**config.mk**
```make
export PLATFORM = sky130hd
export DESIGN_NAME = chunked_add_seq
export DESIGN_NICKNAME = d
export VERILOG_FILES = /design/src/rtl/chunked_add_seq.sv
export SDC_FILE = /design/constraint.sdc
export NUM_CORES = 1
export LEC_CHECK = 0
export BUFFER_PORTS_ARGS = -buffer_cell sky130_fd_sc_hd__buf_4
export CAP_MARGIN = 20
export CORE_MARGIN = 2
export CORE_UTILIZATION = 35
export DETAILED_ROUTE_END_ITERATION = 6
export GPL_TIMING_DRIVEN = 1
export HOLD_SLACK_MARGIN = 0.1
export PLACE_DENSITY = 0.55
export RECOVER_POWER = 100
export SLEW_MARGIN = 20
export SYNTH_ARGS = -nofsm -noshare
export SYNTH_HDL_FRONTEND = slang
export SYNTH_SLANG_ARGS = --single-unit
```
**constraint.sdc**
```tcl
create_clock -name clk -period 2.75 [get_ports clk]
set_input_delay 0.55 -clock clk [delete_from_list [all_inputs] [get_ports clk]]
set_output_delay 0.55 -clock clk [all_outputs]
set_load 0.01 [all_outputs]
```
**src/rtl/chunked_add_seq.sv**
```systemverilog
// Multi-cycle adder: one CHUNK-bit ripple stage reused LSB-to-MSB, valid/ready on both sides.
// Optional signed-overflow output enabled by defining CHUNKED_ADD_SEQ_OVF_EN.
module chunked_add_seq #(
    parameter int WIDTH = 32,
    parameter int CHUNK = 4
) (
    input  logic             clk,
    input  logic             rst,
    input  logic             in_valid,
    output logic             in_ready,
    input  logic [WIDTH-1:0] a,
    input  logic [WIDTH-1:0] b,
    input  logic             cin,
    output logic             out_valid,
    input  logic             out_ready,
    output logic [WIDTH-1:0] sum,
    output logic             cout,
    output logic             busy
`ifdef CHUNKED_ADD_SEQ_OVF_EN
    ,
    output logic             ovf
`endif
);

    localparam int N     = WIDTH / CHUNK;
    localparam int IDX_W = (N > 1) ? $clog2(N) : 1;

    typedef enum logic [1:0] {
        IDLE = 2'd0,
        RUN  = 2'd1,
        DONE = 2'd2
    } state_t;

    state_t state, state_next;

    logic [N-1:0][CHUNK-1:0] a_q, b_q, sum_q;
    logic                    carry_q;
    logic                    cout_q;
    logic [IDX_W-1:0]        idx_q;
    logic [CHUNK:0]          chunk_res;
    logic                    last;
    logic                    accept;

    assign accept = (state == IDLE) && in_valid;
    assign last   = (idx_q == IDX_W'(N - 1));

    // The single shared adder stage; the extra MSB is the chunk carry-out.
    assign chunk_res = {1'b0, a_q[idx_q]} + {1'b0, b_q[idx_q]} + {{CHUNK{1'b0}}, carry_q};

    always_comb begin
        // NOTE: next state gets a default before the case so no path leaves it unassigned (no latch).
        state_next = state;
        case (state)
            IDLE:    if (in_valid) state_next = RUN;
            RUN:     if (last) state_next = DONE;
            DONE:    if (out_ready) state_next = IDLE;
            default: state_next = IDLE;
        endcase
    end

    // NOTE: operand registers need no reset; they are always loaded on accept before being read.
    always_ff @(posedge clk) begin
        if (accept) begin
            a_q <= a;
            b_q <= b;
        end
    end

    always_ff @(posedge clk) begin
        // NOTE: all state here uses non-blocking assignments so every register samples pre-edge values.
        if (rst) begin
            state   <= IDLE;
            carry_q <= 1'b0;
            idx_q   <= '0;
            sum_q   <= '0;
            cout_q  <= 1'b0;
        end else begin
            state <= state_next;
            case (state)
                IDLE: begin
                    if (in_valid) begin
                        carry_q <= cin;
                        idx_q   <= '0;
                        sum_q   <= '0;
                        cout_q  <= 1'b0;
                    end
                end
                RUN: begin
                    sum_q[idx_q] <= chunk_res[CHUNK-1:0];
                    carry_q      <= chunk_res[CHUNK];
                    idx_q        <= idx_q + IDX_W'(1);
                    if (last) cout_q <= chunk_res[CHUNK];
                end
                default: ;
            endcase
        end
    end

`ifdef CHUNKED_ADD_SEQ_OVF_EN
    logic ovf_q;
    logic msb_carry_in;

    // Carry into the top bit recovered from the sum bit: s = a ^ b ^ c_in.
    assign msb_carry_in = a_q[N-1][CHUNK-1] ^ b_q[N-1][CHUNK-1] ^ chunk_res[CHUNK-1];

    always_ff @(posedge clk) begin
        if (rst) begin
            ovf_q <= 1'b0;
        end else if (accept) begin
            ovf_q <= 1'b0;
        end else if (state == RUN && last) begin
            ovf_q <= msb_carry_in ^ chunk_res[CHUNK];
        end
    end

    assign ovf = ovf_q;
`endif

    assign in_ready  = (state == IDLE);
    assign out_valid = (state == DONE);
    assign busy      = (state != IDLE);
    assign sum       = sum_q;
    assign cout      = cout_q;

endmodule

```
==> metrics.cfg <==
[status]
outcome=finished with violations
violations=negative setup slack

[global_route]
grt_max_degree=67
grt-ovfl-total=0
track_usage_pct=16.21
grt_pass1_wl_microns=17740
grt_pass1_vias=3349
antenna_found_initial=0

[floorplan]
fp.dieW_microns=118.7
num_rows=41
die_h_microns=118.7
num_io_pins=105
initial_core_util_pct=36.16
die_area_sq_um=14080
core_area_sq_um=12720

[setup_path]
required_ps=3040
critPathKind=register to register
crit_path_start_kind=register
crit_path_end_kind=register
cp_max_fo=7
worstPathArrival_ps=3070

[min_path]
hold_class=input pin to register

[clocking]
max-clock-path-buffers=2
clk_latency_ps=350
clkTransAtPathRegs_ps=70
cts_tree=done
cts.sinks=103
htreeDepth=3
cts_root_buffer=clkbuf_16
cts_inserted_buffers=9
postCtsHoldBufs=0
cts_setup_buffers=0

[route]
postRouteAntennaNets=0
drt_iter0_markers=247
vias=3325
wl_per_cell_microns=17.07
drc=0
wl_microns=10830
viasPerCell=5.244
first_pass_iters=4

[yosys]
syn_area_sq_um=4601
async_flop_share_pct=0
synth-seq-area-share_pct=58.74
ys_types=57
synthCells=351
synth_fp_nets=427
synth-main-ff-cell=edfxtp_1
yosysWarnings=0
synth-edff-count=64
synth.avg_cell_area_sq_um=13.11
ys_ff_latch=103

[flow_run]
drv_cap=0

[finish]
layout_commonest_cell=edfxtp_1
final_util_pct=45.40
mostFrequentLayoutCells=64 x edfxtp_1, 62 x clkbuf_4, 39 x clkbuf_1
area_delta_synth_final_pct=25.54
n_antenna_cell=0
nets=533
n_fill_cell=1233
drive_above_1_share_pct=28.79
fin_area_sq_um=5776

[timing]
worst_pin_slew_ps=702.0
final-max-slew-violation-count=0
min_period_ps=2774
slew_headroom_pct=53.13
setup_viol=4
fin_ws_ps=-23.72
fmax_mhz=360.5
clock_skew_ps=8.109
final_hold_viol_count=0
rsz0062_at_grt=true
min_period_over_period_pct=100.9

[placement]
dpl.hpwl_microns=7815
gp_congestion=0.8283
portBuffers=104
placed_area_sq_um=5578
post-place-ws_ps=-164.6

[power_and_ir_drop]
cellLeakagePower_nw=1.985
peakVddDrop_uv=440.3
pwr_density_cell_nw_per_um2=616.0

cells by family (layout without fill, tap and decap cells):
family	Yosys count	in the layout	synth area share (%)
adder cells (fa/ha/maj)	7	7	2.230
AND/OR/NAND/NOR	90	90	12.10
AO/OA/AOI/OAI	99	99	16.56
XOR/XNOR	1	1	0.1904
multiplexers	14	14	4.922
flip-flops	103	103	58.74
buffers and inverters	37	148	5.249
worst paths after layout:
kind                                from       to  slack [ps]  cells after the start
worst max-delay path            idx_q[1]  sum[26]         -20                      9
worst min-delay path               a[12]  a_q[12]         390                      1
worst max register to register  idx_q[1]  sum[26]         -20                      9
worst min register to register      cout     cout         490                      2
through the flow:
| step | hold WS (ps) | TNS (ps) | cells | power (mW) |
|---|---|---|---|---|
| detailed placement | 486.7 | -1048 | 618 | 2.244 |
| global route | 370.0 | -847.2 | 634 | 3.713 |
| global placement | 481.5 | -575.7 | 618 | 2.236 |
| finish | 390.9 | -70.79 | 634 | 3.558 |
| CTS | 353.9 | -53.96 | 634 | 3.614 |
| floorplan | 488.1 | -225.4 | 351 | 2.040 |
registers in the layout, indices dropped and copies added (netlist names):
register,cells
a_q,32
b_q,32
sum,32
idx_q,3
state,2
carry_q,1
cout,1
what timing repair did:
item                       in CTS  in global routing
setup endpoints to repair       9                 17
pin swaps                       8                  0
hold endpoints to repair        0                  0
gates resized for setup         2                  4
report_power, final:
| group | internal, mW | switching [mW] | total, mW | leakage (nW) |
|---|---|---|---|---|
| combinational | 0.198 | 0.253 | 0.451 | 0.906 |
| clock | 0.803 | 0.560 | 1.36 | 0.154 |
| sequential | 1.72 | 0.0268 | 1.74 | 0.925 |
| total | 2.72 | 0.840 | 3.56 | 1.99 |
area by class of cell:
class                      count  area (sq um)  area share [%]
clock inverter                 6         91.34           1.581
clock buffer                  10         229.0           3.964
tap                          172         215.2           3.726
sequential                   103          2706           46.86
inverter                       7         38.79          0.6716
timing repair buffer         125         808.3           13.99
multi-input combinational    211          1687           29.20
per-layer routing:
layer | wire [microns] | vias up | global-route usage, %
li1 | - | 1601 | -
met1 | 4911 | 1585 | 21.74
met2 | 4892 | 119 | 24.10
met3 | 754 | 20 | 5.212
met4 | 267 | 0 | 6.771
met5 | 0 | - | 0
synth_stat cells, drive strengths merged, types with 4 or more instances:
master	number	share of area, %
nand2	20	1.6
mux4	6	2.9
dfxtp	39	17
inv	4	0.33
buf	22	3.7
nand2b	5	0.68
a221oi	8	1.5
a32o	8	1.7
nor2	8	0.82
a22oi	6	0.98
o211ai	26	4.6
clkbuf	8	0.68
nor2b	6	0.82
mux2	6	1.5
edfxtp	64	42
ha	5	1.4
nand3	26	2.8
a21oi	20	2.2
o221ai	8	1.5
o2111ai	9	1.7
nand3b	5	0.82
critical path: stages, from the launching register on:
cell	delay, ps
dfxtp_4	390
mux2_4	300
a221o_1	290
a22o_1	250
fa_2	370
fa_2	380
xnor2_2	160
buf_4	140
nor4_4	240
a32o_1	180
No activity file was read; power rests on OpenSTA's default activity.
